<file path="config.mk">
export PLATFORM = sky130hd
export DESIGN_NAME = ccsds_turbo_enc_source
export DESIGN_NICKNAME = d
export VERILOG_FILES = /design/src/rtl/ccsds_turbo_enc_pkg.sv /design/src/rtl/ccsds_turbo_enc_source.sv
export SDC_FILE = /design/constraint.sdc
export NUM_CORES = 1
export LEC_CHECK = 0
export BUFFER_PORTS_ARGS = -buffer_cell sky130_fd_sc_hd__clkbuf_2
export CAP_MARGIN = 15
export CORE_MARGIN = 4
export CORE_UTILIZATION = 56
export DETAILED_ROUTE_END_ITERATION = 16
export GPL_TIMING_DRIVEN = 0
export HOLD_SLACK_MARGIN = 0.1
export PLACE_DENSITY = 0.8
export SLEW_MARGIN = 10
export SYNTH_ARGS = -nofsm -noshare
export SYNTH_HDL_FRONTEND = slang
export SYNTH_SLANG_ARGS = --single-unit
</file>
<file path="constraint.sdc">
create_clock -name iclk -period 2.9 [get_ports iclk]
set_input_delay 0.58 -clock iclk [delete_from_list [all_inputs] [get_ports iclk]]
set_output_delay 0.58 -clock iclk [all_outputs]
set_load 0.005 [all_outputs]
</file>
<file path="src/rtl/ccsds_turbo_enc_pkg.sv">
// Shared types for the CCSDS turbo encoder front end.
package ccsds_turbo_enc_pkg;

    typedef enum logic [1:0] {
        ST_IDLE  = 2'd0,
        ST_WRITE = 2'd1,
        ST_PAD   = 2'd2,
        ST_DROP  = 2'd3
    } state_t;

endpackage

</file>
<file path="src/rtl/ccsds_turbo_enc_source.sv">
// Input framer for the encoder buffer: forces exactly N words per frame by
// padding short frames with zeros and dropping the surplus of long ones.
module ccsds_turbo_enc_source
    import ccsds_turbo_enc_pkg::*;
#(
    parameter int unsigned pADDR_W = 8,
    parameter int unsigned pDATA_W = 8,
    parameter int unsigned pTAG_W  = 8
) (
    input  logic               iclk,
    input  logic               ireset,
    input  logic               iclkena,
    input  logic [pADDR_W:0]   iN,
    input  logic               isop,
    input  logic               ival,
    input  logic               ieop,
    input  logic [pDATA_W-1:0] idat,
    input  logic [pTAG_W-1:0]  itag,
    output logic               ordy,
    input  logic               ifulla,
    output logic               owrite,
    output logic [pADDR_W-1:0] owaddr,
    output logic [pDATA_W-1:0] owdata,
    output logic               owfull,
    output logic [pTAG_W-1:0]  owtag,
    output logic               obusy,
    output logic               oerr
);

    localparam int unsigned CNT_W = pADDR_W + 1;
    localparam logic [CNT_W-1:0] MAX_N = CNT_W'(2 ** pADDR_W);

    state_t               r_state, w_state_nxt;
    logic [CNT_W-1:0]     r_cnt, w_cnt_nxt;
    logic [CNT_W-1:0]     r_n, w_n_nxt;
    logic [pTAG_W-1:0]    r_tag, w_tag_nxt;

    logic                 r_write, r_full, r_err;
    logic [pADDR_W-1:0]   r_waddr;
    logic [pDATA_W-1:0]   r_wdata;
    logic [pTAG_W-1:0]    r_otag;

    logic                 w_acc, w_last, w_n_ok;
    logic                 w_write, w_full, w_err;
    logic [pADDR_W-1:0]   w_waddr;
    logic [pDATA_W-1:0]   w_wdata;
    logic [pTAG_W-1:0]    w_otag;

    // A started frame owns its bank, so ifulla only gates the IDLE state.
    assign ordy   = ((r_state == ST_IDLE) & ~ifulla) | (r_state == ST_WRITE) | (r_state == ST_DROP);
    assign w_acc  = ival & ordy;
    assign w_last = (r_cnt == (r_n - CNT_W'(1)));
    assign w_n_ok = (iN != '0) && (iN <= MAX_N);

    always_comb begin
        w_state_nxt = r_state;
        w_cnt_nxt   = r_cnt;
        w_n_nxt     = r_n;
        w_tag_nxt   = r_tag;
        w_write     = 1'b0;
        w_full      = 1'b0;
        w_err       = 1'b0;
        w_waddr     = r_cnt[pADDR_W-1:0];
        w_wdata     = idat;
        w_otag      = r_otag;
        case (r_state)
            ST_IDLE: begin
                if (w_acc) begin
                    if (!isop) begin
                        w_err = 1'b1;
                    end else if (!w_n_ok) begin
                        w_err = 1'b1;
                        if (!ieop) w_state_nxt = ST_DROP;
                    end else begin
                        w_n_nxt   = iN;
                        w_tag_nxt = itag;
                        w_write   = 1'b1;
                        w_waddr   = '0;
                        w_cnt_nxt = CNT_W'(1);
                        if (iN == CNT_W'(1)) begin
                            w_full = 1'b1;
                            w_otag = itag;
                            if (!ieop) begin
                                w_err       = 1'b1;
                                w_state_nxt = ST_DROP;
                            end
                        end else if (ieop) begin
                            w_err       = 1'b1;
                            w_state_nxt = ST_PAD;
                        end else begin
                            w_state_nxt = ST_WRITE;
                        end
                    end
                end
            end
            ST_WRITE: begin
                if (w_acc) begin
                    w_write   = 1'b1;
                    w_cnt_nxt = r_cnt + CNT_W'(1);
                    w_err     = isop;
                    if (w_last) begin
                        w_full = 1'b1;
                        w_otag = r_tag;
                        if (ieop) begin
                            w_state_nxt = ST_IDLE;
                        end else begin
                            w_err       = 1'b1;
                            w_state_nxt = ST_DROP;
                        end
                    end else if (ieop) begin
                        w_err       = 1'b1;
                        w_state_nxt = ST_PAD;
                    end
                end
            end
            ST_PAD: begin
                w_write   = 1'b1;
                w_wdata   = '0;
                w_cnt_nxt = r_cnt + CNT_W'(1);
                if (w_last) begin
                    w_full      = 1'b1;
                    w_otag      = r_tag;
                    w_state_nxt = ST_IDLE;
                end
            end
            ST_DROP: begin
                if (w_acc && ieop) w_state_nxt = ST_IDLE;
            end
            default: w_state_nxt = ST_IDLE;
        endcase
    end

    always_ff @(posedge iclk or negedge ireset) begin
        if (!ireset) begin
            r_state <= ST_IDLE;
            r_cnt   <= '0;
            r_n     <= '0;
            r_tag   <= '0;
        end else if (iclkena) begin
            r_state <= w_state_nxt;
            r_cnt   <= w_cnt_nxt;
            r_n     <= w_n_nxt;
            r_tag   <= w_tag_nxt;
        end
    end

    // Registered buffer interface; address/data only move on a write.
    always_ff @(posedge iclk or negedge ireset) begin
        if (!ireset) begin
            r_write <= 1'b0;
            r_full  <= 1'b0;
            r_err   <= 1'b0;
            r_waddr <= '0;
            r_wdata <= '0;
            r_otag  <= '0;
        end else if (iclkena) begin
            r_write <= w_write;
            r_full  <= w_full;
            r_err   <= w_err;
            r_otag  <= w_otag;
            if (w_write) begin
                r_waddr <= w_waddr;
                r_wdata <= w_wdata;
            end
        end
    end

    assign owrite = r_write;
    assign owaddr = r_waddr;
    assign owdata = r_wdata;
    assign owfull = r_full;
    assign owtag  = r_otag;
    assign oerr   = r_err;
    assign obusy  = (r_state != ST_IDLE);

endmodule

</file>
* Yosys cells after proc, flatten, opt, wreduce, memory -nomap -nowiden
Cells that the tools add are included.
** Word-level totals
- Memories kept :: 0
- Bits in registers :: 55
- Bits in read-only memories :: 0
- Word-level logic and storage cells :: 95
- Input port bits :: 32
- Output and inout port bits :: 29
- Latch bits :: 0
- RAM bits :: 0
** Operators by class
- Reduce and logical (&&, ||, !) cells :: 11
- Eq/ne operators :: 13
- Shift operators :: 0
- Order comparisons :: 1
- Div/mod/pow operators :: 0
- Muxes and demuxes :: 53
- Add/subtract/negate cells :: 2
- Multipliers :: 0
- Bitwise logic cells :: 5
** Operators with widths (number)
- 8-bit two-way mux :: 11
- 9-bit two-way mux :: 4
- 9-bit one-hot mux with 3 select lines :: 1
- 2-bit two-way mux :: 12
- 8-bit one-hot mux with 3 select lines :: 1
- 1-bit two-way mux :: 20
- 7-bit AND reduction :: 2
- 2-bit != test, second input constant :: 5
- 9-bit by 1-bit adder with 9-bit output, second input constant :: 1
- 9-bit by 1-bit equality test with 1-bit output, second input constant :: 1
- 9-bit equality test :: 1
- 9-bit <= comparator, second input constant :: 1
- 9-bit nonzero test :: 1
- 9-bit by 1-bit subtractor with 9-bit output, second input constant :: 1
- 2-bit one-hot mux with 4 select lines :: 1
- 1-bit one-hot mux with 3 select lines :: 2
- 6-bit AND reduction :: 1
- 5-bit AND reduction :: 1
- 2-bit equality test, second input constant :: 2
- 2-bit by 1-bit != test with 1-bit output, second input constant :: 2
- 3-bit != test, second input constant :: 1
- 3-bit nonzero test :: 1
- 1-bit bitwise AND :: 2
- 2-bit by 1-bit equality test with 1-bit output, second input constant :: 1
- 7 further kinds :: 9

* Logic depth before layout (Yosys ltp)
Gate-level depths: netlist (run 1).
- Depth after elaboration :: 8
- Gate-level depth with buffers :: 10
- Mapped depth without buffers :: 8

* Worst setup path after synthesis (run 1)
No wires, ideal clock.
- Kind :: register to register
- Start point :: register r_n[0]
- End point :: register r_otag[2], in the netlist owtag[2]
- Data required time :: 2776 ps
- Stages on the path, launching flop included :: 10
- Period minus slack after synthesis :: 2329 ps
- Arrival time :: 2205 ps
- Setup time :: 124 ps
- Slack :: 571 ps
- Buffers on the path :: 1
- Cells stage by stage :: dfrtp_1 inv_1 ha_1 o21ba_1 a221o_1 a2111oi_4 o211ai_4 buf_6 mux2i_1 a211o_1
** Between the ends
- Cells in the longest elaborated chain, start to end :: 5
** RTL lines
- from (decl) :: RTL line ccsds_turbo_enc_source.sv:35 : logic [CNT_W-1:0] r_n, w_n_nxt;
- from (signal assigned) :: RTL line ccsds_turbo_enc_source.sv:142 : r_n <= w_n_nxt;
- 9-bit by 1-bit subtractor with 9-bit output * :: RTL line ccsds_turbo_enc_source.sv:52 : assign w_last = (r_cnt == (r_n - CNT_W'(1)));
- 9-bit equality test * :: RTL line ccsds_turbo_enc_source.sv:52
- 8-bit two-way mux *
- 8-bit two-way mux
- 8-bit one-hot mux with 3 select lines *
- to (signal assigned) :: RTL line ccsds_turbo_enc_source.sv:160 : r_otag <= w_otag;
- to (decl) :: RTL line ccsds_turbo_enc_source.sv:41 : logic [pTAG_W-1:0] r_otag;
Every way passes the cells marked *; elsewhere a longest branch is shown, timed or not. The select of a mux whose other input is x is not followed.
A chain may end at the register's enable or synchronous reset.

* Worst setup path after layout (run 1)
- Start point :: register r_state[0]
- End point :: register r_otag[6], in the netlist owtag[6]
** Between the ends
- Cells in the longest elaborated chain, start to end :: 7
- Elaborated cells on any way between the ends :: 16
- Those cells by class :: 8 x eq/ne; 1 x mux; 4 x bitwise; 3 x reduce/logical
** RTL lines
- from (decl) :: RTL line ccsds_turbo_enc_source.sv:33 : state_t r_state, w_state_nxt;
- from (signal assigned) :: RTL line ccsds_turbo_enc_source.sv:140 : r_state <= w_state_nxt;
- 2-bit logical NOT :: RTL line ccsds_turbo_enc_source.sv:50, ccsds_turbo_enc_source.sv:66
- 1-bit bitwise AND :: RTL line ccsds_turbo_enc_source.sv:50 : assign ordy = ((r_state == ST_IDLE) & ~ifulla) | (r_state == ST_WRITE) | (r_state == ST_DROP);
- 1-bit bitwise OR (2 in series) :: RTL line ccsds_turbo_enc_source.sv:50
- 1-bit bitwise AND :: RTL line ccsds_turbo_enc_source.sv:51 : assign w_acc = ival & ordy;
- 2-bit != test (no source line)
- 7-bit AND reduction (no source line)
Several ways; a longest one is shown, not always the timed one.

==> metrics.txt, run 1 <==
Area contributors post-synth dfrtp_1 (41%), o21ai_0 (4.2%), mux2i_1 (3.6%); status finished clean; placer's final routability congestion estimate 0.811; total setup buffers inserted after CTS 0; antenna violations before repair 0; Synth top cells by count dfrtp_1 (55), inv_1 (29), nand2_1 (28), o21ai_0 (28), nand3_1 (24); Worst-path clk slew 0.10 ns; Max Slew Vio Count 0; Clock Skew 0.00878 ns; Distinct cells, synth 60; die area 7240 um^2; crit path cell chain inv_1 > ha_1 > clkinvlp_4 > a21oi_2 > nor3_1 > o21ai_2 > buf_2 > nor3b_1 > a211o_1; Peak VDD IR 0.000460 V; Die Wd 85.1 um; Setup CP Type reg -> reg; post-route ant nets 0; pin count of the biggest net entering global routing 56; Syn Nets 373; std cell rows 27; min cycle time layout 2.68 ns; root buffer cell clkbuf_8; Skew-Pair Late Insertion Delay 0.31 ns; final net count 439; RSZ-0062 raised after global routing no; CP max FO 10; CTS buffer count 5; grt total ovfl 0; vias in the first global route 2,699; Leakage 1.80 nW; CP max-delay cell dfrtp_1; 1st-iter DRT viols 239; Port-buffer cells 59; share of layout cells above drive strength 1 28.4%; fmax 374 MHz; final setup fails 0; post-DR vias/cell 5.80; DRC viols 0; Core Util, Final 67.4%; GRT Overall Usage 21.2%; yosys warns 0; initial core utilization 59.0%; Placeable Area 5640 um^2; H-tree depth 2; critical path's top delay family compound AO/OA/AOI/OAI gates; cell area power density 1010 nW/um^2; Final period util 92.2%; cts hold-fix bufs 0; wire per inst 15.6 um; Mapped Area 3330 um^2; Max-slew headroom 50.8%; Max Root-Sink Buffers 2; Crit path arrival time 2.88 ns; area grow syn2layout 14.2%; Vias 2,750; most frequent cell after synthesis dfrtp_1; CP Capture Type register; Top FF cell, synth dfrtp_1; Post-Route WL 7.39 mm; worst min-delay path class in -> async; buffer and inverter count on the worst path 3; first-pass GRT wire length 12.6 mm; final hold vios 0; Post-synth ARST share 100%; # IOs 61; crit path launch type register; Worst Path Required 3.10 ns; worst slew pin tran 0.737 ns; syn_area_per_cell 9.93 um^2; Seq cells post-synth 55; max-cap check violation count 0; Mapped Cells 335; total negative slack 0 ns; Max stage delay on crit path 0.45 ns; HPWL after DPL 5.45 mm; die height 85.1 um; Post-synth EDFFs 0; largest area contributor in the netlist dfrtp_1; CTS sink cnt 55; post-synthesis sequential area ratio 41.4%; Antenna Cells 0; Yosys top cell area share 41.4%; Pre-Repair DR Iteration Count 4; CTS tree yes
-- cell families after synthesis --
kind of cell,Yosys count,synth area share (%)
adders and majority gates,6,2.26
buffers and inverters,48,6.47
xor gates and xnor gates,9,2.37
muxes,28,9.70
DFF,55,41.4
AOI/OAI and AO/OA,74,17.8
and+or+nand+nor,115,20.0
-- flip-flops by register name (all words and copies together) (netlist names) --
name and cells:
r_tag 8, owdata 8, owfull 1, oerr 1
owaddr 8, r_n 9, r_cnt 9, owrite 1
owtag 8, r_state 2
-- per-stage QoR --
step                      hold slack (ns)  cells  power, mW  worst slack (ns)  instance area [um^2]
after global routing                0.408    474       4.18            0.0642                  3800
final                               0.346    474       3.84             0.225                  3800
after detailed placement            0.468    466       3.43             0.112                  3720
after CTS                           0.381    474       3.85             0.184                  3800
after floorplan                     0.284    335       2.87             0.571                  3330
after global placement              0.463    466       3.36             0.211                  3710
-- power breakdown --
group / internal, mW / total [mW] / switching, mW
Combinational: 0.929 / 2.10 / 1.17
Sequential: 1.08 / 1.33 / 0.246
Clock: 0.170 / 0.417 / 0.247
-- path summary, 6_finish.rpt --
path                                              from                     to  slack (ns)  cells past startpoint
max in group asynchronous                       ireset     r_n[6]$_DFFE_PN0P_        2.07                      1
worst max register to register  r_state[0]$_DFFE_PN0P_   owtag[6]$_DFFE_PN0P_        0.22                      9
worst min register to register      owrite$_DFFE_PN0P_     owrite$_DFFE_PN0P_        0.49                      1
worst max-delay path            r_state[0]$_DFFE_PN0P_   owtag[6]$_DFFE_PN0P_        0.22                      9
min in group iclk                   owrite$_DFFE_PN0P_     owrite$_DFFE_PN0P_        0.49                      1
worst min-delay path                            ireset  owdata[4]$_DFFE_PN0P_        0.35                      1
-- area by class of cell --
class,instances,area [um^2]
Timing Repair Buffer,59,298
Multi-Input combinational cell,232,1740
Clock buffer,7,76.3
Clock inverter,1,5.00
Buffer,18,103
Fill cell,446,1840
Tap cell,72,90.1
Inverter,30,116
Sequential cell,55,1380
-- what timing repair did --
item / in CTS / in global routing
gates resized for setup: 0 / 1
setup endpoints to repair: 0 / 1
hold endpoints to repair: 0 / 0
-- per-layer routing --
layer / up-vias / share of wire (%) / global-route usage (%)
met5: - / 0 / 0
met4: 0 / 1.1 / 6.19
met3: 8 / 4.8 / 3.20
met2: 59 / 50 / 34.1
met1: 1349 / 45 / 29.6
li1: 1334 / - / -
-- cells in the final DEF (no fill, tap or decap), drive strengths merged, types with 10 or more instances in the layout --
cell / Yosys / layout
nand2: 28 / 28
mux2: 16 / 16
nor3b: 12 / 12
buf: 10 / 10
inv: 29 / 29
mux2i: 12 / 12
nand3: 26 / 26
o21ai: 30 / 30
clkbuf: 8 / 74
dfrtp: 55 / 55
Note: power is estimated with default switching activity, not from simulation.
==> run 2: changes to the inputs <==
--- a/config.mk
+++ b/config.mk
@@ -13,7 +13,8 @@
 export GPL_TIMING_DRIVEN = 0
 export HOLD_SLACK_MARGIN = 0.1
 export PLACE_DENSITY = 0.8
-export SLEW_MARGIN = 10
+export SETUP_SLACK_MARGIN = 0.5
+export SLEW_MARGIN = 20
 export SYNTH_ARGS = -nofsm -noshare
 export SYNTH_HDL_FRONTEND = slang
 export SYNTH_SLANG_ARGS = --single-unit
==> metrics.txt, run 2 (synthesized netlist as in run 1, its figures left out) <==
Core Util, Final 70.5%; Max Slew Vio Count 0; final net count 452; Clock Skew 0.00923 ns; CP max-delay cell nor4_1; CP max FO 10; cell area power density 1020 nW/um^2; pin count of the biggest net entering global routing 56; worst slew pin tran 0.752 ns; setup ws final 0.440 ns; CTS tree yes; commonest non-fill, non-tap cell in the layout clkbuf_2; antenna violations before repair 0; H-tree depth 2; total negative slack 0 ns; Post-Route WL 7.79 mm; placer's final routability congestion estimate 0.811; status finished clean; Crit path arrival time 2.66 ns; Pre-Repair DR Iteration Count 4; Placeable Area 5640 um^2; fillers 429; Leakage 1.88 nW; min cycle time layout 2.46 ns; dpl ws 0.112 ns; GRT Overall Usage 21.4%; root buffer cell clkbuf_8; crit path launch type primary input; Design Power 4.07 mW; std cell rows 27; # IOs 61; Final period util 84.8%; Port-buffer cells 59; share of layout cells above drive strength 1 32.8%; HPWL after DPL 5.45 mm; die height 85.1 um; die area 7240 um^2; fmax 406 MHz; post-DR vias/cell 5.77; CTS sink cnt 55; crit path cell chain clkbuf_2 > nor4_1 > nand4_1 > and2_4 > o21ai_2 > buf_6 > mux2_2; non-filler instance count after layout 487; post-route ant nets 0; initial core utilization 59.0%; worst min-delay path class in -> async; Vias 2,812; area grow syn2layout 19.5%; placed insts 466; Max-slew headroom 49.4%; 1st-iter DRT viols 184; Max Root-Sink Buffers 2; CP Capture Type register; CTS buffer count 5; Worst-path clk slew 0.09 ns; cts hold-fix bufs 0; first-pass GRT wire length 12.7 mm; largest registers r_cnt x9, r_n x9; grt total ovfl 0; final hold vios 0; commonest cells after routing, fill and taps aside clkbuf_2 (59), dfrtp_1 (54), o21ai_0 (28), nand2_1 (28), inv_1 (27); Die Wd 85.1 um; final setup fails 0; wire per inst 16.0 um; vias in the first global route 2,726; max-cap check violation count 0; Skew-Pair Late Insertion Delay 0.31 ns; DRC viols 0; Antenna Cells 0; Setup CP Type in -> reg; Worst Path Required 3.10 ns; RSZ-0062 raised after global routing yes; Max stage delay on crit path 0.67 ns; Peak VDD IR 0.000528 V
==> run 2: final timing paths <==
kind | to | depth (start not counted) | start | slack [ns]
worst max-delay path | r_cnt[0]$_DFFE_PN0P_ | 7 | iN[7] | 0.44
max in group asynchronous | r_state[0]$_DFFE_PN0P_ | 1 | ireset | 2.03
worst min register to register | owrite$_DFFE_PN0P_ | 1 | owrite$_DFFE_PN0P_ | 0.49
worst min-delay path | owdata[4]$_DFFE_PN0P_ | 1 | ireset | 0.35
worst max register to register | r_cnt[0]$_DFFE_PN0P_ | 9 | r_state[1]$_DFFE_PN0P_ | 0.55
min in group iclk | owrite$_DFFE_PN0P_ | 1 | owrite$_DFFE_PN0P_ | 0.49
==> run 2: critical path: cells and delay by family <==
family	cells	cell delay (ns)
simple gates	3	1.23
mux	1	0.33
buf+inv	2	0.29
compound gates	1	0.24
==> run 2: where the power goes <==
part           total (mW)  leakage (nW)  switching, mW  internal (mW)
combinational        2.32          1.16           1.25           1.07
clock               0.417        0.0422          0.246          0.170
sequential           1.33         0.677          0.244           1.08
total                4.07          1.88           1.74           2.33
==> run 2: routing by layer <==
| metal | routed length [um] | global-route usage (%) | part of all wire, % | up-vias |
|---|---|---|---|---|
| met1 | 3420 | 29.9 | 44 | 1380 |
| met2 | 3910 | 34.6 | 50 | 65 |
| met5 | 0 | 0 | 0 | - |
| li1 | - | - | - | 1355 |
| met4 | 106 | 6.33 | 1.4 | 0 |
| met3 | 353 | 3.30 | 4.5 | 12 |
==> run 2: what timing repair did <==
action                                  in CTS  in global routing
endpoints found under the hold margin        0                  0
resized for setup                            8                 18
setup buffers                                5                  6
gates cloned                                 1                  1
pin swaps                                    5                  3
endpoints found under the setup margin      16                 43
==> run 2: final cells by class <==
cell class / instances / area, um^2 / area share, %
multi-input cells: 232 / 1790 / 45.1
flip-flops and latches: 55 / 1380 / 34.6
repair buffers: 72 / 398 / 10.0
plain buffers: 18 / 120 / 3.02
inverters: 30 / 115 / 2.89
well taps: 72 / 90.1 / 2.27
clock buffers: 7 / 76.3 / 1.92
clock inverters: 1 / 5.00 / 0.126
==> run 2: stage by stage <==
| stage | cell area (um^2) | hold slack, ns |
|---|---|---|
| floorplan | 3330 | 0.284 |
| global placement | 3710 | 0.463 |
| detailed placement | 3720 | 0.468 |
| CTS | 3880 | 0.381 |
| global route | 3980 | 0.408 |
| finish | 3980 | 0.354 |
==> run 3: changes to the inputs <==
--- a/config.mk
+++ b/config.mk
@@ -8,11 +8,11 @@
 export BUFFER_PORTS_ARGS = -buffer_cell sky130_fd_sc_hd__clkbuf_2
 export CAP_MARGIN = 15
 export CORE_MARGIN = 4
-export CORE_UTILIZATION = 56
+export CORE_UTILIZATION = 51
 export DETAILED_ROUTE_END_ITERATION = 16
 export GPL_TIMING_DRIVEN = 0
 export HOLD_SLACK_MARGIN = 0.1
-export PLACE_DENSITY = 0.8
+export PLACE_DENSITY = 0.77
 export SETUP_SLACK_MARGIN = 0.5
 export SLEW_MARGIN = 20
 export SYNTH_ARGS = -nofsm -noshare
==> constraint.sdc (replaced) <==
create_clock -name iclk -period 2 [get_ports iclk]
set_input_delay 0.4 -clock iclk [delete_from_list [all_inputs] [get_ports iclk]]
set_output_delay 0.4 -clock iclk [all_outputs]
set_load 0.005 [all_outputs]
==> metrics.txt, run 3 (synthesized netlist as in run 1, its figures left out) <==
min cycle time layout 2.51 ns; Crit path arrival time 2.71 ns; cell area power density 1550 nW/um^2; worst min-delay path class in -> async; commonest cells after routing, fill and taps aside clkbuf_2 (58), dfrtp_1 (54), nand2_1 (27); H-tree depth 2; Skew-Pair Late Insertion Delay 0.32 ns; Placeable Area 6350 um^2; die area 7880 um^2; crit path launch type register; reg2reg start r_n[0]$_DFFE_PN0P_; Max-slew headroom 50.3%; Antenna Cells 0; Register Area 1380 um^2; setup ws final -0.507 ns; CP max FO 4; CTS buffer count 5; std cell rows 29; # IOs 61; Worst Path Required 2.20 ns; placer's final routability congestion estimate 0.894; reg2reg path depth 9; Pre-Repair DR Iteration Count 5; Port-buffer cells 59; Max Root-Sink Buffers 2; failing checks negative setup slack; CTS sink cnt 55; Worst Setup EP owtag[1]$_DFFE_PN0P_; post-DR vias/cell 5.93; fmax 399 MHz; Leakage 2.12 nW; placed insts 471; r2r endpoint owtag[1]$_DFFE_PN0P_; final setup fails 52; initial core utilization 52.4%; Peak VDD IR 0.000947 V; wire per inst 18.6 um; CP Capture Type register; dpl ws -0.522 ns; final hold vios 0; grt total ovfl 0; CP max-delay cell a2111oi_4; largest registers r_cnt x9, r_n x9; Max stage delay on crit path 0.45 ns; Design Power 7.03 mW; die height 88.8 um; pin count of the biggest net entering global routing 56; RSZ-0062 raised after global routing yes; worst slew pin tran 0.726 ns; non-filler instance count after layout 519; Multi-input gate area 1970 um^2; Post-Route WL 9.65 mm; commonest non-fill, non-tap cell in the layout clkbuf_2; crit path cell chain inv_2 > ha_4 > o21ba_1 > a221o_1 > a2111oi_4 > o211ai_4 > buf_4 > mux2i_1 > a211o_1; root buffer cell clkbuf_8; post-route ant nets 0; Worst setup startpoint r_n[0]$_DFFE_PN0P_; CTS tree yes; first-pass GRT wire length 12.8 mm; Max Slew Vio Count 0; share of layout cells above drive strength 1 42.8%; HPWL after DPL 5.66 mm; status complete, but fails checks; final net count 479; Worst-path clk slew 0.11 ns; Clock Skew 0.0166 ns; antenna violations before repair 0; area grow syn2layout 35.8%; 1st-iter DRT viols 239; vias in the first global route 2,795; fillers 445; GRT Overall Usage 20.7%; Setup CP Type reg -> reg; Die Wd 88.8 um; R2R Setup Slk -0.51 ns; Final period util 125%; Vias 3,079; DRC viols 0; max-cap check violation count 0
run 3: cell count changes in the layout (fill, tap and decap cells not counted), sizes merged:
cell | previous run | this run
clkbuf | 74 | 73
clkinvlp | 0 | 2
clkinv | 1 | 2
buf | 23 | 49
inv | 30 | 29
run 3: routing by layer:
layer	vias up	wire length, um	GRT usage, %
met5	-	0	0
li1	1417	-	-
met3	30	431	3.26
met2	105	4940	35.8
met1	1527	3970	26.2
met4	0	312	6.87
run 3: how the worst min path moves through the flow:
stage,startpoint,endpoint,slack (ns),depth (start not counted)
2_1_floorplan,ireset,oerr$_DFFE_PN0P_,0.10,0
3_3_place_gp,owrite$_DFFE_PN0P_,owrite$_DFFE_PN0P_,0.48,1
3_5_place_dp,owrite$_DFFE_PN0P_,owrite$_DFFE_PN0P_,0.49,1
4_1_cts,ireset,owaddr[4]$_DFFE_PN0P_,0.19,1
5_1_grt,ireset,owaddr[7]$_DFFE_PN0P_,0.22,1
6_report,ireset,owaddr[5]$_DFFE_PN0P_,0.14,1
run 3: area by class of cell:
class	count	share of cell area [%]
Multi-Input combinational cell	232	43.5
Tap cell	77	2.13
Sequential cell	55	30.5
Clock buffer	5	1.52
Clock inverter	3	0.443
Timing Repair Buffer	99	15.5
Inverter	30	2.82
Buffer	18	3.60
run 3: worst max-delay path, delay by kind of cell (launching register included):
| family | cells | cell delay [ns] |
|---|---|---|
| buf+inv | 2 | 0.28 |
| mux | 1 | 0.12 |
| flops | 1 | 0.40 |
| compound gates | 5 | 1.43 |
| fa+ha+maj | 1 | 0.17 |
run 3: timing repair:
item	in CTS	in global routing
endpoints found under the setup margin	57	57
cloned	3	2
setup buffers	12	23
hold buffers	0	0
gates resized for setup	17	65
pin swaps	5	16
run 3: report_power, final:
| part | internal [mW] | leakage [nW] | switching (mW) |
|---|---|---|---|
| Clock | 0.245 | 0.0402 | 0.384 |
| Combinational | 2.18 | 1.40 | 2.24 |
| Sequential | 1.57 | 0.677 | 0.400 |
run 3: stage by stage:
step                hold slack (ns)  area [um^2]  util [%]  setup TNS [ns]
floorplan                     0.104         3420         -           -3.66
global placement              0.477         3820      60.1          -15.48
detailed placement            0.494         3820      60.1          -16.70
CTS                           0.194         4100      64.5           -5.18
global route                  0.216         4520      71.2           -9.94
finish                        0.140         4520      71.2           -7.59
